File: src/rtl/store_merge_unit_if.sv
// Word-addressed memory port between the store merge unit and memory.
// The unit holds Mem_Rd or Mem_Wr plus address/data stable until Mem_Ready is sampled high.
interface store_merge_unit_if;
  logic [31:0] Mem_Addr;
  logic        Mem_Rd;
  logic        Mem_Wr;
  logic [31:0] Mem_WData;
  logic [31:0] Mem_RData;
  logic        Mem_Ready;

  modport master (
    output Mem_Addr, Mem_Rd, Mem_Wr, Mem_WData,
    input  Mem_RData, Mem_Ready
  );

  modport slave (
    input  Mem_Addr, Mem_Rd, Mem_Wr, Mem_WData,
    output Mem_RData, Mem_Ready
  );
endinterface

File: src/rtl/store_merge_unit.sv
// Narrows register store data into byte/halfword lanes of a word-only memory.
// SB/SH use read-modify-write, SW writes directly; Busy holds the datapath until Done or Err.
module store_merge_unit #(
  parameter int MAX_WAIT = 255,
  parameter int WAIT_W   = 8
) (
  input  logic                clk,
  input  logic                rst_n,
  input  logic                Start,
  input  logic [1:0]          Size,
  input  logic [31:0]         Addr,
  input  logic [31:0]         WData,
  store_merge_unit_if.master  mem,
  output logic                Busy,
  output logic                Done,
  output logic                Err,
  output logic [2:0]          o_dbg_state
);

  typedef enum logic [2:0] {
    S_IDLE  = 3'd0,
    S_RD    = 3'd1,
    S_MERGE = 3'd2,
    S_WR    = 3'd3,
    S_DONE  = 3'd4,
    S_ERR   = 3'd5
  } state_t;

  localparam logic [WAIT_W-1:0] WAIT_LAST = WAIT_W'(MAX_WAIT - 1);

  state_t              r_state;
  logic [1:0]          r_size;
  logic [31:0]         r_addr;
  logic [31:0]         r_wdata;
  logic [31:0]         r_rdata;
  logic [31:0]         r_mem_wdata;
  logic                r_mem_rd;
  logic                r_mem_wr;
  logic                r_busy;
  logic                r_done;
  logic                r_err;
  logic [WAIT_W-1:0]   r_wait;

  logic                w_misaligned;
  logic [31:0]         w_merged;

  assign w_misaligned = (Size == 2'b11) ||
                        (Size == 2'b00 && Addr[1:0] != 2'b00) ||
                        (Size == 2'b01 && Addr[0]);

  always_comb begin
    w_merged = r_rdata;
    if (r_size == 2'b00) begin
      w_merged = r_wdata;
    end else if (r_size == 2'b10) begin
      case (r_addr[1:0])
        2'd0:    w_merged[7:0]   = r_wdata[7:0];
        2'd1:    w_merged[15:8]  = r_wdata[7:0];
        2'd2:    w_merged[23:16] = r_wdata[7:0];
        default: w_merged[31:24] = r_wdata[7:0];
      endcase
    end else if (r_addr[1]) begin
      w_merged[31:16] = r_wdata[15:0];
    end else begin
      w_merged[15:0] = r_wdata[15:0];
    end
  end

  // A request (Mem_Rd or Mem_Wr) is a level held with stable address/data until the
  // cycle Mem_Ready=1 is sampled; it drops the next cycle. Ready in any other state is ignored.
  always_ff @(posedge clk or negedge rst_n) begin
    if (!rst_n) begin
      r_state     <= S_IDLE;
      r_size      <= '0;
      r_addr      <= '0;
      r_wdata     <= '0;
      r_rdata     <= '0;
      r_mem_wdata <= '0;
      r_mem_rd    <= 1'b0;
      r_mem_wr    <= 1'b0;
      r_busy      <= 1'b0;
      r_done      <= 1'b0;
      r_err       <= 1'b0;
      r_wait      <= '0;
    end else begin
      r_done <= 1'b0;
      r_err  <= 1'b0;
      case (r_state)
        S_IDLE: begin
          if (Start) begin
            r_size  <= Size;
            r_addr  <= Addr;
            r_wdata <= WData;
            r_busy  <= 1'b1;
            r_wait  <= '0;
            if (w_misaligned) begin
              r_err   <= 1'b1;
              r_state <= S_ERR;
            end else if (Size == 2'b00) begin
              r_mem_wdata <= WData;
              r_mem_wr    <= 1'b1;
              r_state     <= S_WR;
            end else begin
              r_mem_rd <= 1'b1;
              r_state  <= S_RD;
            end
          end
        end
        S_RD: begin
          if (mem.Mem_Ready) begin
            r_rdata  <= mem.Mem_RData;
            r_mem_rd <= 1'b0;
            r_state  <= S_MERGE;
          end else if (r_wait == WAIT_LAST) begin
            r_mem_rd <= 1'b0;
            r_err    <= 1'b1;
            r_state  <= S_ERR;
          end else begin
            r_wait <= r_wait + WAIT_W'(1);
          end
        end
        S_MERGE: begin
          r_mem_wdata <= w_merged;
          r_mem_wr    <= 1'b1;
          r_wait      <= '0;
          r_state     <= S_WR;
        end
        S_WR: begin
          if (mem.Mem_Ready) begin
            r_mem_wr <= 1'b0;
            r_done   <= 1'b1;
            r_state  <= S_DONE;
          end else if (r_wait == WAIT_LAST) begin
            r_mem_wr <= 1'b0;
            r_err    <= 1'b1;
            r_state  <= S_ERR;
          end else begin
            r_wait <= r_wait + WAIT_W'(1);
          end
        end
        S_DONE, S_ERR: begin
          r_busy  <= 1'b0;
          r_state <= S_IDLE;
        end
        default: begin
          r_busy   <= 1'b0;
          r_mem_rd <= 1'b0;
          r_mem_wr <= 1'b0;
          r_state  <= S_IDLE;
        end
      endcase
    end
  end

  assign mem.Mem_Addr  = {r_addr[31:2], 2'b00};
  assign mem.Mem_Rd    = r_mem_rd;
  assign mem.Mem_Wr    = r_mem_wr;
  assign mem.Mem_WData = r_mem_wdata;
  assign Busy          = r_busy;
  assign Done          = r_done;
  assign Err           = r_err;
  assign o_dbg_state   = r_state;

endmodule

File: src/flat_wrapper.sv
// flat-port wrapper written by rule: the top's interface ports become plain ports
module store_merge_unit_flat 
#(
  parameter int MAX_WAIT = 255,
  parameter int WAIT_W   = 8
)
  (clk, rst_n, Start, Size, Addr, WData, Busy, Done, Err, o_dbg_state, mem_Mem_Addr, mem_Mem_Rd, mem_Mem_Wr, mem_Mem_WData, mem_Mem_RData, mem_Mem_Ready);
  store_merge_unit_if mem_i ();
  input  logic clk;
  input  logic rst_n;
  input  logic Start;
  input  logic [1:0] Size;
  input  logic [31:0] Addr;
  input  logic [31:0] WData;
  output logic Busy;
  output logic Done;
  output logic Err;
  output logic [2:0] o_dbg_state;
  output wire logic [$bits(mem_i.Mem_Addr)-1:0] mem_Mem_Addr;
  output wire logic [$bits(mem_i.Mem_Rd)-1:0] mem_Mem_Rd;
  output wire logic [$bits(mem_i.Mem_Wr)-1:0] mem_Mem_Wr;
  output wire logic [$bits(mem_i.Mem_WData)-1:0] mem_Mem_WData;
  input wire logic [$bits(mem_i.Mem_RData)-1:0] mem_Mem_RData;
  input wire logic [$bits(mem_i.Mem_Ready)-1:0] mem_Mem_Ready;
  assign mem_Mem_Addr = mem_i.Mem_Addr;
  assign mem_Mem_Rd = mem_i.Mem_Rd;
  assign mem_Mem_Wr = mem_i.Mem_Wr;
  assign mem_Mem_WData = mem_i.Mem_WData;
  assign mem_i.Mem_RData = mem_Mem_RData;
  assign mem_i.Mem_Ready = mem_Mem_Ready;
  store_merge_unit #(.MAX_WAIT(MAX_WAIT), .WAIT_W(WAIT_W)) u_core (.clk(clk), .rst_n(rst_n), .Start(Start), .Size(Size), .Addr(Addr), .WData(WData), .mem(mem_i), .Busy(Busy), .Done(Done), .Err(Err), .o_dbg_state(o_dbg_state));
endmodule
File: config.mk
export PLATFORM = sky130hd
export DESIGN_NAME = store_merge_unit_flat
export DESIGN_NICKNAME = d
export VERILOG_FILES = /design/src/rtl/store_merge_unit_if.sv /design/src/rtl/store_merge_unit.sv /design/src/flat_wrapper.sv
export SDC_FILE = /design/constraint.sdc
export NUM_CORES = 1
export LEC_CHECK = 0
export BUFFER_PORTS_ARGS = -buffer_cell sky130_fd_sc_hd__buf_4
export CAP_MARGIN = 25
export CELL_PAD_IN_SITES_DETAIL_PLACEMENT = 1
export CELL_PAD_IN_SITES_GLOBAL_PLACEMENT = 1
export CORE_MARGIN = 5
export CORE_UTILIZATION = 30
export DETAILED_ROUTE_END_ITERATION = 10
export GPL_ROUTABILITY_DRIVEN = 0
export PLACE_DENSITY_LB_ADDON = 0.1
export SYNTH_ARGS = -nofsm -noshare
export SYNTH_HDL_FRONTEND = slang
export SYNTH_SLANG_ARGS = --single-unit
export TNS_END_PERCENT = 10
File: constraint.sdc
create_clock -name clk -period 2.3 [get_ports clk]
set_clock_uncertainty 0.2 [all_clocks]
set_input_delay 0 -clock clk [delete_from_list [all_inputs] [get_ports clk]]
set_output_delay 0 -clock clk [all_outputs]
set_load 0.05 [all_outputs]
==> results of run 1 <==
==> metal layers <==
metal,routed length [µm],global-route usage [%],up-vias
met3,1230,4.01,12
li1,-,-,2812
met5,0,0,-
met4,183,3.74,0
met1,10100,21.6,3013
met2,12000,28.8,151
==> power groups by stage <==
stage          Combinational [W]  Clock, W  Sequential [W]
3_3_place_gp             0.00740         0         0.00494
3_5_place_dp             0.00757         0         0.00499
4_1_cts                  0.00776   0.00292         0.00495
2_1_floorplan            0.00492         0         0.00557
6_report                 0.00767   0.00283         0.00493
5_1_grt                  0.00822   0.00304         0.00511
==> worst max-delay path, delay by kind of cell, from the launching register on <==
family                 cells  cell delay, ns
buffers and inverters      2            0.75
DFF                        1            0.38
and+or+nand+nor            1            0.31
AOI/OAI and AO/OA          2            0.38
==> logic make-up (layout without fill, tap and decap cells) <==
group | count (synthesis) | in the layout
adder cells (fa/ha/maj) | 4 | 4
other | 1 | 2
AND/OR/NAND/NOR | 144 | 144
buffers and inverters | 94 | 349
multiplexers | 126 | 126
AO/OA/AOI/OAI | 126 | 126
flip-flops | 146 | 146
==> layout by cell type (no fill, tap or decap), types with 13 or more instances in the layout <==
cell type	n
dfrtp_1	145
mux2i_1	15
mux2_2	111
a21oi_1	13
dlygate4sd3_1	104
nand2_1	35
nor2_1	21
nand3_1	51
a221oi_1	15
clkbuf_16	17
buf_4	196
==> final cells by class <==
| class | count | area [µm²] |
|---|---|---|
| Clock buffer | 17 | 425 |
| Multi-Input combinational cell | 402 | 3190 |
| Inverter | 11 | 41.3 |
| Sequential cell | 146 | 3650 |
| Clock inverter | 15 | 173 |
| Fill cell | 2601 | 13800 |
| Timing Repair Buffer | 306 | 2620 |
| Tap cell | 324 | 405 |
==> per-stage QoR <==
step | instance area (µm²) | instances | util [%] | hold slack, ns | worst slack [ns]
finish | 10500 | 1221 | 43.2 | 0.150 | 0.149
global route | 10500 | 1221 | 43.2 | 0.147 | 0.0574
floorplan | 7430 | 642 | - | -0.496 | 0.0965
global placement | 8870 | 1085 | 36.5 | -0.180 | 0.233
detailed placement | 8870 | 1085 | 36.5 | -0.174 | 0.212
CTS | 10500 | 1221 | 43.2 | 0.127 | 0.0274
==> final timing paths <==
check	to	slack (ns)	start	cells past startpoint
worst min register to register	u_core.Busy	0.29	u_core.Busy	1
worst max-delay path	u_core.o_dbg_state[0]	0.15	u_core.o_dbg_state[2]	5
min in group asynchronous	u_core.r_wait[1]	0.46	rst_n	3
max in group asynchronous	u_core.mem.Mem_WData[7]	0.79	rst_n	4
worst min-delay path	u_core.r_addr[12]	0.15	Addr[12]	3
worst max register to register	u_core.o_dbg_state[0]	0.15	u_core.o_dbg_state[2]	5
==> sequential cells by signal (all words and copies together) (netlist names) <==
name	flops
u_core.r_wdata	32
u_core.mem.Mem_Rd	1
u_core.o_dbg_state	3
u_core.mem.Mem_Wr	1
u_core.mem.Mem_WData	32
u_core.r_addr	32
u_core.Busy	1
u_core.r_wait	8
u_core.r_size	2
u_core.Done	1
u_core.Err	1
u_core.r_rdata	32
==> what timing repair did <==
action | CTS | global route
setup endpoints to repair | 0 | 1
hold endpoints to repair | 290 | 0
resized for setup | 0 | 1
hold buffers | 104 | 0
==> cells in the mapped netlist (3+ instances only) <==
master and number:
a211oi_1 9, buf_6 13, clkbuf_1 12, mux2i_1 15
inv_1 11, nor2b_1 7, nand2b_1 4, mux2_2 111
dfrtp_1 146, a21bo_2 8, a311oi_1 8, nand3_1 52
ha_1 4, o21ai_0 11, buf_1 3, nand2_1 35
and3_1 3, o211ai_1 11, or4_1 3, nor2_1 21
o22ai_1 5, buf_4 34, o221ai_1 6, o311a_1 6
buf_2 20, a221oi_1 15, o31ai_1 7, or3_1 6
a31oi_1 11, a21oi_1 13
==> results by group, run 1 <==
Outcome
  – Outcome: finished clean

Clock network
  – Max clock buf depth: 2
  – Clock sink count: roughly 150
  – Clk pin slew, worst setup/hold paths: roughly 0.060 ns
  – Num CTS Buffers: 17
  – CTS tree: yes
  – Root Buffer: clkbuf_16
  – Post-CTS setup buffer count: 0
  – Htree depth: 4
  – Worst-skew pair later-pin latency: between 0.4 and 0.5 ns

Finish
  – Area Growth Syn to Fin: 41.6%
  – Layout cell share with drive strength beyond 1: approximately two fifths
  – Ant diodes: 0
  – Nets: around 1,000

STA
  – Fin Setup TNS: 0 ns
  – Final count of pins violating max slew: 0
  – Max Fclk: 465 MHz
  – Slew Limit Headroom: between 40% and 50%
  – Final Setup Violations: 0
  – Period minus WS final: 2.15 ns
  – Period Utilization, post-route: between 90 and 100%
  – Worst Max-Slew Pin Slew: 0.746 ns
  – RSZ-0062 raised after global routing: no
  – Hold Fails Final Rpt: 0

Flow run
  – MaxCap Viol Count: 0

Route
  – Vias per cell: about 4.9
  – Vias: ~6,000
  – Post-route ant nets: 0
  – DRC errors left: 0
  – Routed WL: 23,500 µm
  – Wirelength per Cell: 19.3 µm
  – DR iter-0 viols: 219
  – Drt pass-1 iters: 4

Floorplan
  – # IOs: 174
  – Die X-Extent: ~170 µm
  – # rows: 57
  – DIE AREA: ~28,000 µm²
  – Core ar.: 24,300 µm²
  – Starting density of the core: slightly above 30%
  – Die height: around 170 µm

Critical path
  – Crit path capture type: register
  – CP Cell Sequence: buf_4 > or2_2 > o32ai_2 > a211oi_1 > dlygate4sd3_1
  – Crit start category: register
  – Crit Path Max Fanout: 9
  – Critical Path AT: ~2.3 ns
  – CP max stage cell: dlygate4sd3_1
  – CP peak stage delay: 0.57 ns
  – Critical path class: reg2reg
  – Worst endpoint required time: roughly 2.4 ns

GRT
  – Initial antenna violation count: 0
  – Largest net degree at the start of global routing: 60
  – Vias in the first global route: ~6,600
  – Total GRT Usage: around 17%
  – Global-route wire length before repair: roughly 38,000 µm
  – GRT overflow: 0

Placed design
  – Final HPWL DP: between 15,000 and 20,000 µm
  – Port bufs: around 170

Pwr
  – Part of the power in registers: approximately a third
  – Internal Power: about 0.0086 W
  – Total power draw: 0.0154 W
  – Pwr dens: between 1000 and 1500 nW/µm²
  – Clk pwr share: a little under a fifth
  – Comb power frac: 49.7%
  – Peak VDD IR: ~0.00076 V
  – LEAKAGE: 4.64 nW
  – Switching power: a little under 0.007 W
  – Sw Share: 44.3%

Yosys
  – Mux share of post-synthesis cell area: 18.9%
  – Yosys warning count: 0
  – #FFs+latches synth: between 100 and 150
  – Compound-cell area share of the yosys netlist: 12.9%
  – Syn_area_per_cell: 11.6 µm²
  – Ys flop type: dfrtp_1
  – Synth top area share: between 40% and 50%
  – Simple-gate area share of the yosys netlist: 10.2%
  – Async SR Flop Fraction: 100%
  – Largest family of logic cells by synthesized area: multiplexers
  – Post-synth top area cell: dfrtp_1
  – Syn Inst Count: approximately 640
  – Number of synthesized flops with an enable pin: 0
  – Synth Area in XOR/XNOR: 0%
  – Part of the Yosys area used for sequential elements: between 40% and 50%
  – Synthesized cell area: ~7400 µm²
  – Adder-cell area share of the yosys netlist: 0.674%
  – Post-synth cell types: between 50 and 60
  – Largest cells by area after synthesis: dfrtp_1, mux2_2, nand3_1

Hold path
  – Hold Crit Class: in2reg
Power figures use the tool's default switching activity.
==> inputs of run 2 (changes only) <==
==> constraint.sdc (replaced) <==
create_clock -name clk -period 2.7 [get_ports clk]
set_clock_uncertainty 0.2 [all_clocks]
set_input_delay 0 -clock clk [delete_from_list [all_inputs] [get_ports clk]]
set_output_delay 0 -clock clk [all_outputs]
set_load 0.05 [all_outputs]
==> results by group, run 2 (synthesis results as in run 1) <==
GRT
  – Global-route wire length before repair: roughly 37,000 µm
  – GRT overflow: 0
  – Initial antenna violation count: 1
  – Largest net degree at the start of global routing: between 60 and 70
  – Vias in the first global route: between 6,000 and 7,000
  – Total GRT Usage: between 10% and 20%

Critical path
  – CP peak stage delay: roughly 0.65 ns
  – CP max stage cell: dfrtp_2
  – Critical path class: reg2reg
  – Crit path capture type: register
  – FF-to-FF path depth: 4
  – Critical R2R Launch: u_core.r_addr[1]
  – Worst endpoint required time: about 2.9 ns
  – Crit start category: register
  – Crit Path Max Fanout: 33
  – Flop-to-flop setup slack: about 0.43 ns
  – Critical Path Source: u_core.r_addr[1]
  – CP Cell Sequence: nor2b_1 > a221oi_1 > o31ai_1 > o311a_1
  – Critical Path AT: about 2.4 ns
  – R2r endpoint: u_core.mem.Mem_WData[11]

STA
  – Fin Setup TNS: 0 ns
  – Period minus WS final: ~2.3 ns
  – Period Utilization, post-route: 83.9%
  – RSZ-0062 raised after global routing: no
  – Worst Max-Slew Pin Slew: ~0.83 ns
  – Hold Fails Final Rpt: 0
  – Final count of pins violating max slew: 0
  – Final Setup Violations: 0
  – Slew Limit Headroom: between 40% and 50%
  – Max Fclk: approximately 440 MHz

Route
  – Drt pass-1 iters: 4
  – DRC errors left: 0
  – Wirelength per Cell: just under 20 µm
  – Post-route ant nets: 0
  – Vias per cell: between 4 and 5
  – DR iter-0 viols: around 220
  – Vias: 5,970
  – Routed WL: approximately 24,000 µm

Pwr
  – Switching power: a little under 0.006 W
  – Internal Power: about 0.0073 W
  – LEAKAGE: roughly 4.6 nW
  – Comb power frac: about half
  – Part of the power in registers: approximately 33%
  – Clk pwr share: 19.1%
  – Peak VDD IR: around 0.00077 V
  – Pwr dens: ~1300 nW/µm²
  – Sw Share: around 44%

Floorplan
  – Die X-Extent: about 170 µm
  – DIE AREA: 28,000 µm²
  – # IOs: 174
  – Starting density of the core: between 30% and 40%
  – # rows: 57
  – Die height: around 170 µm
  – Core ar.: 24,300 µm²

Hold path
  – Min-delay src: Addr[4]
  – Hold Crit Endpoint: u_core.r_addr[4]
  – Hold Crit Class: in2reg
  – Worst Hold Depth: 3

Finish
  – Area Growth Syn to Fin: 40.3%
  – Post-layout util: between 40% and 50%
  – Most frequent cells in the layout: buf_4, dfrtp_1, mux2_2
  – Commonest non-fill, non-tap cell in the layout: buf_4
  – Nets: around 980
  – Layout filler cell count: roughly 2,600
  – Layout cell share with drive strength beyond 1: about two fifths

Clock network
  – Htree depth: 4
  – Clk pin slew, worst setup/hold paths: roughly 0.070 ns
  – Clock sink count: about 150
  – Root Buffer: clkbuf_16
  – Post-CTS sizing: 0
  – Max clock buf depth: 2
  – Num CTS Buffers: 17
  – Worst-skew pair later-pin latency: between 0.4 and 0.5 ns
  – CTS tree: yes

Outcome
  – Outcome: finished clean

Placed design
  – Final HPWL DP: around 16,000 µm
  – Port bufs: approximately 170

Flow run
  – MaxCap Viol Count: 0
run 2: worst max-delay path by stage:
stage / end / slack, ns
after global placement: u_core.mem.Mem_WData[11] / 0.51
after CTS: u_core.mem.Mem_WData[11] / 0.43
after detailed placement: u_core.mem.Mem_WData[11] / 0.43
after floorplan: u_core.r_wdata[10] / 0.50
final: u_core.mem.Mem_WData[11] / 0.43
after global routing: u_core.mem.Mem_WData[11] / 0.32
run 2: power by group through the flow:
stage / Clock (W) / Combinational, W / Sequential (W)
2_1_floorplan: 0 / 0.00419 / 0.00474
3_3_place_gp: 0 / 0.00613 / 0.00428
3_5_place_dp: 0 / 0.00625 / 0.00433
4_1_cts: 0.00256 / 0.00640 / 0.00430
5_1_grt: 0.00267 / 0.00676 / 0.00443
6_report: 0.00250 / 0.00634 / 0.00428
run 2: through the flow:
step / hold slack (ns) / power (W) / cells / cell area, µm² / worst slack (ns)
floorplan: -0.496 / 0.00894 / 642 / 7430 / 0.496
global placement: -0.127 / 0.0104 / 1074 / 8760 / 0.509
detailed placement: -0.123 / 0.0106 / 1074 / 8760 / 0.427
CTS: 0.128 / 0.0133 / 1210 / 10400 / 0.428
global route: 0.135 / 0.0139 / 1211 / 10400 / 0.321
finish: 0.149 / 0.0131 / 1211 / 10400 / 0.434
run 2: what timing repair did:
action                                  in CTS  in global routing
hold buffers                               104                  0
endpoints found under the setup margin       0                  0
hold endpoints to repair                   290                  0
buffers inserted                             0                  0
run 2: metal layers:
layer / wire length [µm] / track usage [%]
met5: 0 / 0
met4: 248 / 3.67
met3: 1250 / 4.41
met2: 12000 / 29.4
met1: 10300 / 21.0
run 2: area by class of cell:
class,count,area [µm²],share of cell area [%]
inverter,11,41.3,0.396
clock buffer,19,443,4.25
sequential,146,3650,35.1
antenna,1,2.50,0.0240
tap,324,405,3.89
timing repair buffer,295,2520,24.2
clock inverter,13,173,1.66
multi-input combinational,402,3180,30.6
run 2: worst max-delay path, delay by kind of cell (launching register included):
| family | cells | cell delay [ns] |
|---|---|---|
| DFF | 1 | 0.65 |
| AOI/OAI and AO/OA | 3 | 0.76 |
| and+or+nand+nor | 1 | 0.59 |
